--- src/rtl/sync_debounce_array_pkg.sv ---
// Shared constants and helpers for the multi-channel synchroniser/debouncer.
// Imported by the per-channel block and the array top.
package sync_debounce_array_pkg;

  // Idle level of open-drain style buses (SCL/SDA) and pulled-up straps.
  localparam logic IDLE_HIGH = 1'b1;

  // Width of a counter that must hold values 0 .. cycles-1 without wrapping.
  function automatic int cnt_width(input int cycles);
    return (cycles < 1) ? 1 : $clog2(cycles + 1);
  endfunction

endpackage

--- src/rtl/sync_debounce_array_debounce_channel.sv ---
// One input channel: N-flop synchroniser, saturating-count debouncer and
// registered single-cycle rise/fall pulses on the accepted level.
module debounce_channel
  import sync_debounce_array_pkg::*;
#(
  parameter int   SYNC_STAGES     = 2,
  parameter int   DEBOUNCE_CYCLES = 3,
  parameter logic RESET_VALUE     = IDLE_HIGH
) (
  input  logic control_clock,
  input  logic control_reset_n,
  input  logic enable,
  input  logic raw,
  output logic level,
  output logic rise,
  output logic fall
);

  localparam int             CW       = cnt_width(DEBOUNCE_CYCLES);
  localparam logic [CW-1:0]  CNT_LAST = CW'(DEBOUNCE_CYCLES - 1);

  logic [SYNC_STAGES-1:0] sync_q;
  logic [CW-1:0]          cnt;
  logic                   synced;

  // NOTE: non-blocking assignments let every stage sample its neighbour's
  // pre-edge value; blocking ones would collapse the chain into one flop.
  always_ff @(posedge control_clock) begin
    if (!control_reset_n) begin
      sync_q <= {SYNC_STAGES{RESET_VALUE}};
    end else begin
      sync_q <= {sync_q[SYNC_STAGES-2:0], raw};
    end
  end

  assign synced = sync_q[SYNC_STAGES-1];

  // cnt == 0 is the stable state, cnt > 0 means a new level is being qualified.
  always_ff @(posedge control_clock) begin
    if (!control_reset_n) begin
      level <= RESET_VALUE;
      cnt   <= '0;
      rise  <= 1'b0;
      fall  <= 1'b0;
    end else begin
      rise <= 1'b0;
      fall <= 1'b0;
      if (!enable || (synced == level)) begin
        cnt <= '0;
      end else if (cnt == CNT_LAST) begin
        level <= synced;
        cnt   <= '0;
        rise  <= synced;
        fall  <= ~synced;
      end else begin
        cnt <= cnt + CW'(1);
      end
    end
  end

endmodule

--- src/rtl/sync_debounce_array.sv ---
// Multi-channel input conditioner: independent sync+debounce per channel,
// with per-channel edge pulses and a combined any_change flag.
module sync_debounce_array
  import sync_debounce_array_pkg::*;
#(
  parameter int   CHANNELS        = 2,
  parameter int   SYNC_STAGES     = 2,
  parameter int   DEBOUNCE_CYCLES = 3,
  parameter logic RESET_VALUE     = IDLE_HIGH
) (
  input  logic                control_clock,
  input  logic                control_reset_n,
  input  logic                enable,
  input  logic [CHANNELS-1:0] input_data,
  output logic [CHANNELS-1:0] output_data,
  output logic [CHANNELS-1:0] rise_pulse,
  output logic [CHANNELS-1:0] fall_pulse,
  output logic                any_change
);

  if (CHANNELS < 1) begin : g_bad_channels
    $error("sync_debounce_array: CHANNELS must be >= 1");
  end
  if (SYNC_STAGES < 2) begin : g_bad_sync
    $error("sync_debounce_array: SYNC_STAGES must be >= 2");
  end
  if (DEBOUNCE_CYCLES < 1) begin : g_bad_debounce
    $error("sync_debounce_array: DEBOUNCE_CYCLES must be >= 1");
  end

  for (genvar i = 0; i < CHANNELS; i++) begin : g_ch
    debounce_channel #(
      .SYNC_STAGES    (SYNC_STAGES),
      .DEBOUNCE_CYCLES(DEBOUNCE_CYCLES),
      .RESET_VALUE    (RESET_VALUE)
    ) u_ch (
      .control_clock  (control_clock),
      .control_reset_n(control_reset_n),
      .enable         (enable),
      .raw            (input_data[i]),
      .level          (output_data[i]),
      .rise           (rise_pulse[i]),
      .fall           (fall_pulse[i])
    );
  end

  // Pulses are already registered, so this OR stays glitch-free for consumers.
  assign any_change = |(rise_pulse | fall_pulse);

endmodule

--- config.mk ---
export PLATFORM = sky130hd
export DESIGN_NAME = sync_debounce_array
export DESIGN_NICKNAME = d
export VERILOG_FILES = /design/src/rtl/sync_debounce_array_pkg.sv /design/src/rtl/sync_debounce_array_debounce_channel.sv /design/src/rtl/sync_debounce_array.sv
export SDC_FILE = /design/constraint.sdc
export NUM_CORES = 1
export LEC_CHECK = 0
export CORE_MARGIN = 2
export CORE_UTILIZATION = 38
export DETAILED_ROUTE_END_ITERATION = 7
export PLACE_DENSITY = 0.65
export SLEW_MARGIN = 20
export SYNTH_ARGS = -nofsm -noshare
export SYNTH_HDL_FRONTEND = slang
export SYNTH_SLANG_ARGS = --single-unit
export TNS_END_PERCENT = 30
--- constraint.sdc ---
create_clock -name control_clock -period 1.45 [get_ports control_clock]
set_input_delay 0.3625 -clock control_clock [delete_from_list [all_inputs] [get_ports control_clock]]
set_output_delay 0.3625 -clock control_clock [all_outputs]
set_load 0.01 [all_outputs]
==> results of run 1 <==
==> path summary, 6_finish.rpt <==
kind | start | endpoint | slack (ns) | cells past startpoint
setup / recovery | g_ch[0].u_ch.fall$_SDFF_PP0_ | any_change | -0.14 | 2
setup reg to reg | g_ch[1].u_ch.cnt[0]$_SDFF_PP0_ | g_ch[1].u_ch.cnt[1]$_SDFF_PP0_ | 0.43 | 3
hold / removal | g_ch[1].u_ch.sync_q[0]$_SDFF_PN1_ | g_ch[1].u_ch.sync_q[1]$_SDFF_PN1_ | 0.41 | 1
hold reg to reg | g_ch[1].u_ch.sync_q[0]$_SDFF_PN1_ | g_ch[1].u_ch.sync_q[1]$_SDFF_PN1_ | 0.41 | 1
==> synth_stat cells <==
cell | count | area (sq um)
dfxtp_1 | 14 | 280
nor4_1 | 4 | 25.0
nand3_1 | 2 | 10.0
inv_1 | 2 | 7.51
ha_1 | 2 | 25.0
and3b_1 | 2 | 17.5
or2b_1 | 4 | 30.0
buf_4 | 6 | 45.0
o21ai_0 | 2 | 10.0
xnor2_1 | 2 | 17.5
or4_1 | 1 | 7.51
a21oi_1 | 2 | 10.0
nand2_2 | 1 | 6.26
nor3b_1 | 4 | 30.0
==> sequential cells by signal, summed over array words and instances (netlist names) <==
name,count
g_ch.u_ch.sync_q,4
g_ch.u_ch.rise,2
g_ch.u_ch.fall,2
g_ch.u_ch.level,2
g_ch.u_ch.cnt,4
==> power groups by stage <==
stage / Sequential (mW) / Combinational, mW / Clock, mW
floorplan: 0.402 / 0.0105 / 0
global placement: 0.402 / 0.0268 / 0
detailed placement: 0.403 / 0.0271 / 0
CTS: 0.394 / 0.0272 / 0.224
global route: 0.394 / 0.0301 / 0.241
finish: 0.394 / 0.0268 / 0.211
==> routing by layer <==
| metal | global-route usage | share of wire |
|---|---|---|
| met1 | 0.125 | 0.45 |
| met4 | 0.150 | 0.021 |
| met5 | 0 | 0 |
| met3 | 0.0326 | 0.067 |
| met2 | 0.184 | 0.46 |
==> critical path, delay by kind of cell, from the launching register on <==
family | cells | cell delay (ns)
AND/OR/NAND/NOR | 1 | 0.50
flip-flops | 1 | 0.31
buffers and inverters | 1 | 0.15
==> area by class of cell <==
cell class / instances / area [sq um]
fillers: 131 / 666
flip-flops and latches: 14 / 283
multi-input cells: 26 / 189
repair buffers: 11 / 98.8
clock buffers: 3 / 22.5
well taps: 15 / 18.8
inverters: 2 / 7.51
==> stage by stage <==
stage | setup TNS [ns] | setup WS, ns
6_report | -0.181 | -0.141
2_1_floorplan | 0 | 0.235
4_1_cts | -0.219 | -0.160
3_3_place_gp | -0.181 | -0.178
3_5_place_dp | -0.304 | -0.203
5_1_grt | -0.288 | -0.200
==> logic make-up after synthesis <==
logic type               count (synthesis)  share of synthesized area
AND/OR/NAND/NOR                         18                      0.242
flip-flops                              14                      0.537
buffers and inverters                    8                      0.101
AO/OA/AOI/OAI                            4                     0.0384
XOR/XNOR                                 2                     0.0336
adder cells (fa/ha/maj)                  2                     0.0480
==> what timing repair did <==
| item | in CTS | in global routing |
|---|---|---|
| resized for setup | 11 | 0 |
| endpoints found under the hold margin | 0 | 0 |
| gates cloned | 0 | 0 |
| pin swaps | 0 | 0 |
| endpoints found under the setup margin | 7 | 2 |
==> flow_summary_export.csv, run 1 <==
group,metric,value,unit
synth,ys_warn_count,0,
placed_design,port-buffer-count,11,
setup_path,cp_max_fo,2,
clock_tree,cts-root-buf,"clkbuf_4",
grt,antenna_found_initial,0,
outcome,status,"finished, violations left",
placed_design,gp_congestion,0.691,
grt,grt_usage,0.123,
sta,slew_viol_final,0,
setup_path,path_cells,"or4_1 > buf_2",
synth,seq_area_frac_synth,0.537,
cells_and_area,drive_above_1_share,0.125,
drt,wirelength,745,um
pwr,swShare,0.203,
pwr,total_power,0.631,mW
setup_path,slowest_delay,0.50,ns
drt,drt_iter0_drc,2,
sta,hold_violations,0,
sta,hold-worst-slack,0.409,ns
floorplan,num_rows,13,
placed_design,hpwl,525,um
sta,layout_setup_ws,-0.141,ns
cells_and_area,layout_commonest_cell,"dfxtp_1",
synth,ys_types,14,
clock_tree,cts.path.max_buffers,2,
pwr,pwr-share-comb,0.043,
clock_tree,postCtsSetupBuffers,0,
cells_and_area,area_growth,18.7,%
clock_tree,tritoncts,"done",
setup_path,worst-setup-path-type,"register to output port",
sta,period_share,1.10,
sta,clock-skew-final,0.000365,ns
setup_path,cpMaxStageDelayCell,"or4_1",
floorplan,start_util,0.406,
setup_path,worstSetupEndpointType,"output port",
pwr,p_leak,0.252,nW
floorplan,core,1280,sq um
synth,synth_cells,48,
placed_design,dp.cells,68,
drt,wl_per_cell,10.5,um
synth,syn_nets,55,
drt,vias,338,
cells_and_area,fin_nets,65,
sta,timing.fmax,0.628,GHz
clock_tree,clkTransAtPathRegs,0.08,ns
pwr,internal_power,0.503,mW
grt,grt_max_degree,10,
synth,synth.avg_cell_area,10.9,sq um
grt,first_global_vias,310,
setup_path,worst_ep_arrival_time,1.23,ns
pwr,power_density,1020,nW/um^2
clock_tree,cts_buffers,3,
cells_and_area,antennaDiodeCount,0,
sta,relSlewSlack,0.818,
cells_and_area,post-route-util,0.482,
sta,fin_crit,1.59,ns
sta,worst_pin_slew,0.271,ns
cells_and_area,layout_common_cells,"12 x dfxtp_1, 5 x clkdlybuf4s50_1, 5 x dlygate4sd2_1",
sta,rsz0062_at_grt,"yes",
floorplan,die_height,41.1,um
drt,via_per_inst,4.76,
drt,dr.pass1.iters,4,
drt,ant_nets,0,
synth,ys_ff_latch,14,
clock_tree,postCtsHoldBufs,0,
clock_tree,cts_sinks,14,
floorplan,num_io_pins,12,
pwr,p_switching,0.128,mW
cells_and_area,fin_area,619,sq um
clock_tree,cts.htree.levels,1,
floorplan,dieWidth,41.1,um
pwr,p_clk_frac,0.334,
sta,finalSetupViolations,2,
grt,grt_pass1_wl,1.22,mm
pwr,peakVddDrop,0.467,mV
flow_run,drv_cap,0,
synth,syn_area,522,sq um
outcome,failed_checks,"setup timing",
cells_and_area,final_cells,71,
setup_path,start_kind,"register",
drt,drcViolationCount,0,
grt,overflow,0,
floorplan,die-area,1690,sq um
placed_design,place_area,606,sq um
setup_path,cp_data_required_time,1.09,ns
clock_tree,clk_latency,0.27,ns
hold_path,hold_path_class,"register to register",
pwr,p_seq_frac,0.624,
Power figures use the tool's default switching activity.
==> run 2, diff against run 1 <==
Settings changed: CORE_MARGIN 2 to 4, PLACE_DENSITY 0.65 to default, PLACE_DENSITY_LB_ADDON from default to 0.1.
==> flow_summary_export.csv, run 2 (synthesis results as in run 1) <==
group,metric,value,unit
outcome,status,"finished, violations left",
outcome,failed_checks,"setup timing",
sta,hold_violations,0,
grt,overflow,0,
drt,drcViolationCount,0,
drt,vias,358,
cells_and_area,area_growth,24.0,%
clock_tree,cts.htree.levels,1,
clock_tree,cts-root-buf,"clkbuf_4",
sta,rsz0062_at_grt,"yes",
drt,dr.pass1.iters,4,
floorplan,start_util,0.401,
sta,layout_setup_ws,-0.172,ns
clock_tree,cts_sinks,14,
setup_path,worstSetupEndpointType,"output port",
clock_tree,clk_latency,0.27,ns
setup_path,start_kind,"register",
sta,relSlewSlack,0.813,
cells_and_area,final_cells,72,
cells_and_area,post-route-util,0.497,
setup_path,crit_cells,2,
pwr,peakVddDrop,0.419,mV
placed_design,hpwl,599,um
sta,clock-skew-final,0.00140,ns
sta,finalSetupViolations,1,
grt,grt_pass1_wl,1.24,mm
sta,slew_viol_final,0,
grt,grt_max_degree,10,
cells_and_area,layout_commonest_cell,"dfxtp_1",
sta,worst_pin_slew,0.279,ns
setup_path,worst-setup-path-type,"register to output port",
placed_design,gp_congestion,0.659,
floorplan,num_rows,13,
sta,timing.fmax,0.616,GHz
floorplan,dieWidth,45.1,um
drt,ant_nets,0,
pwr,total_power,0.690,mW
pwr,power_density,1070,nW/um^2
setup_path,cp_max_fo,2,
cells_and_area,top_regs,"g_ch.u_ch.cnt: 4 flops, g_ch.u_ch.sync_q: 4 flops",
drt,wl_per_cell,10.5,um
clock_tree,tritoncts,"done",
placed_design,dp.cells,68,
clock_tree,cts_buffers,3,
floorplan,die_height,45.1,um
setup_path,worst_ep_arrival_time,1.26,ns
grt,first_global_vias,318,
drt,drt_iter0_drc,2,
clock_tree,cts.path.max_buffers,2,
placed_design,dp_slack,-0.238,ns
sta,hold-worst-slack,0.414,ns
setup_path,r2r_slack,0.43,ns
clock_tree,clkTransAtPathRegs,0.08,ns
floorplan,die-area,2030,sq um
setup_path,crit_end,"any_change",
clock_tree,postCtsHoldBufs,0,
sta,fin_crit,1.62,ns
pwr,p_leak,0.277,nW
sta,period_share,1.12,
hold_path,hold_path_class,"register to register",
setup_path,critical_path.top_delay_family,"simple AND/OR/NAND/NOR gates",
cells_and_area,drive_above_1_share,0.175,
cells_and_area,antennaDiodeCount,0,
setup_path,cp_num_buf_inv,1,
setup_path,r2r-end,"g_ch[0].u_ch.level$_SDFFE_PN1P_",
cells_and_area,n_fill_cell,128,
floorplan,num_io_pins,12,
setup_path,reg2reg_depth,4,
grt,antenna_found_initial,0,
cells_and_area,layout_common_cells,"11 x dfxtp_1, 5 x dlygate4sd2_1",
flow_run,drv_cap,0,
setup_path,cpMaxStageDelayCell,"or4_4",
setup_path,path_cells,"or4_4 > buf_6",
drt,via_per_inst,4.97,
setup_path,timing.rr.start,"g_ch[0].u_ch.cnt[0]$_SDFF_PP0_",
grt,grt_usage,0.0878,
placed_design,port-buffer-count,11,
cells_and_area,fin_nets,65,
setup_path,slowest_delay,0.53,ns
setup_path,cp_data_required_time,1.09,ns
floorplan,core,1300,sq um
setup_path,cp-startpoint,"g_ch[0].u_ch.fall$_SDFF_PP0_",
drt,wirelength,756,um
run 2: cell count changes in the layout (fill, tap and decap cells not counted):
cell / previous run / this run
buf_2: 1 / 0
buf_6: 0 / 1
clkbuf_8: 0 / 1
clkdlybuf4s50_1: 5 / 4
dfxtp_1: 12 / 11
dfxtp_2: 2 / 3
dlymetal6s2s_1: 0 / 1
or4_1: 1 / 0
or4_4: 0 / 1
run 2: final cells by class:
| class | count | area, sq um | share of cell area |
|---|---|---|---|
| clock buffer | 4 | 36.3 | 0.0561 |
| multi-input combinational | 26 | 193 | 0.298 |
| inverter | 2 | 7.51 | 0.0116 |
| sequential | 14 | 284 | 0.439 |
| timing repair buffer | 11 | 108 | 0.166 |
| tap | 15 | 18.8 | 0.0290 |
run 2: through the flow:
step           cell area [sq um]  TNS, ns
6_report                     647   -0.172
5_1_grt                      647   -0.207
4_1_cts                      633   -0.276
3_5_place_dp                 606   -0.304
3_3_place_gp                 606   -0.190
2_1_floorplan                522        0
run 2: per-layer routing:
metal  part of all wire  wire (um)  up-vias  track usage
met2               0.53        398       12        0.147
met1               0.39        294      169       0.0907
met5                  0          0        -            0
li1                   -          -      177            -
met4                  0          0        0       0.0526
met3              0.083         63        0       0.0359
run 2: worst min-delay path by stage:
stage	start	end	slack (ns)	cells after the start
6_report	g_ch[1].u_ch.sync_q[0]$_SDFF_PN1_	g_ch[1].u_ch.sync_q[1]$_SDFF_PN1_	0.41	1
5_1_grt	g_ch[0].u_ch.sync_q[0]$_SDFF_PN1_	g_ch[0].u_ch.sync_q[1]$_SDFF_PN1_	0.44	1
4_1_cts	g_ch[0].u_ch.sync_q[0]$_SDFF_PN1_	g_ch[0].u_ch.sync_q[1]$_SDFF_PN1_	0.42	1
3_5_place_dp	g_ch[0].u_ch.sync_q[0]$_SDFF_PN1_	g_ch[0].u_ch.sync_q[1]$_SDFF_PN1_	0.39	1
3_3_place_gp	g_ch[1].u_ch.sync_q[0]$_SDFF_PN1_	g_ch[1].u_ch.sync_q[1]$_SDFF_PN1_	0.39	1
2_1_floorplan	g_ch[0].u_ch.sync_q[0]$_SDFF_PN1_	g_ch[0].u_ch.sync_q[1]$_SDFF_PN1_	0.38	1
run 2: timing repair:
item	4_1_cts	5_1_grt
pin swaps	1	1
buffers inserted	0	0
setup endpoints to repair	7	2
gates resized for setup	11	4
run 2: worst register-to-register path: stages, from the launching register on:
cell	delay (ns)
dfxtp_1	0.34
inv_1	0.05
ha_1	0.24
and3b_1	0.19
o21ai_0	0.13
run 2: power breakdown:
| group | switching, mW | internal (mW) |
|---|---|---|
| Sequential | 0.00342 | 0.390 |
| Clock | 0.117 | 0.153 |
| Combinational | 0.0105 | 0.0164 |
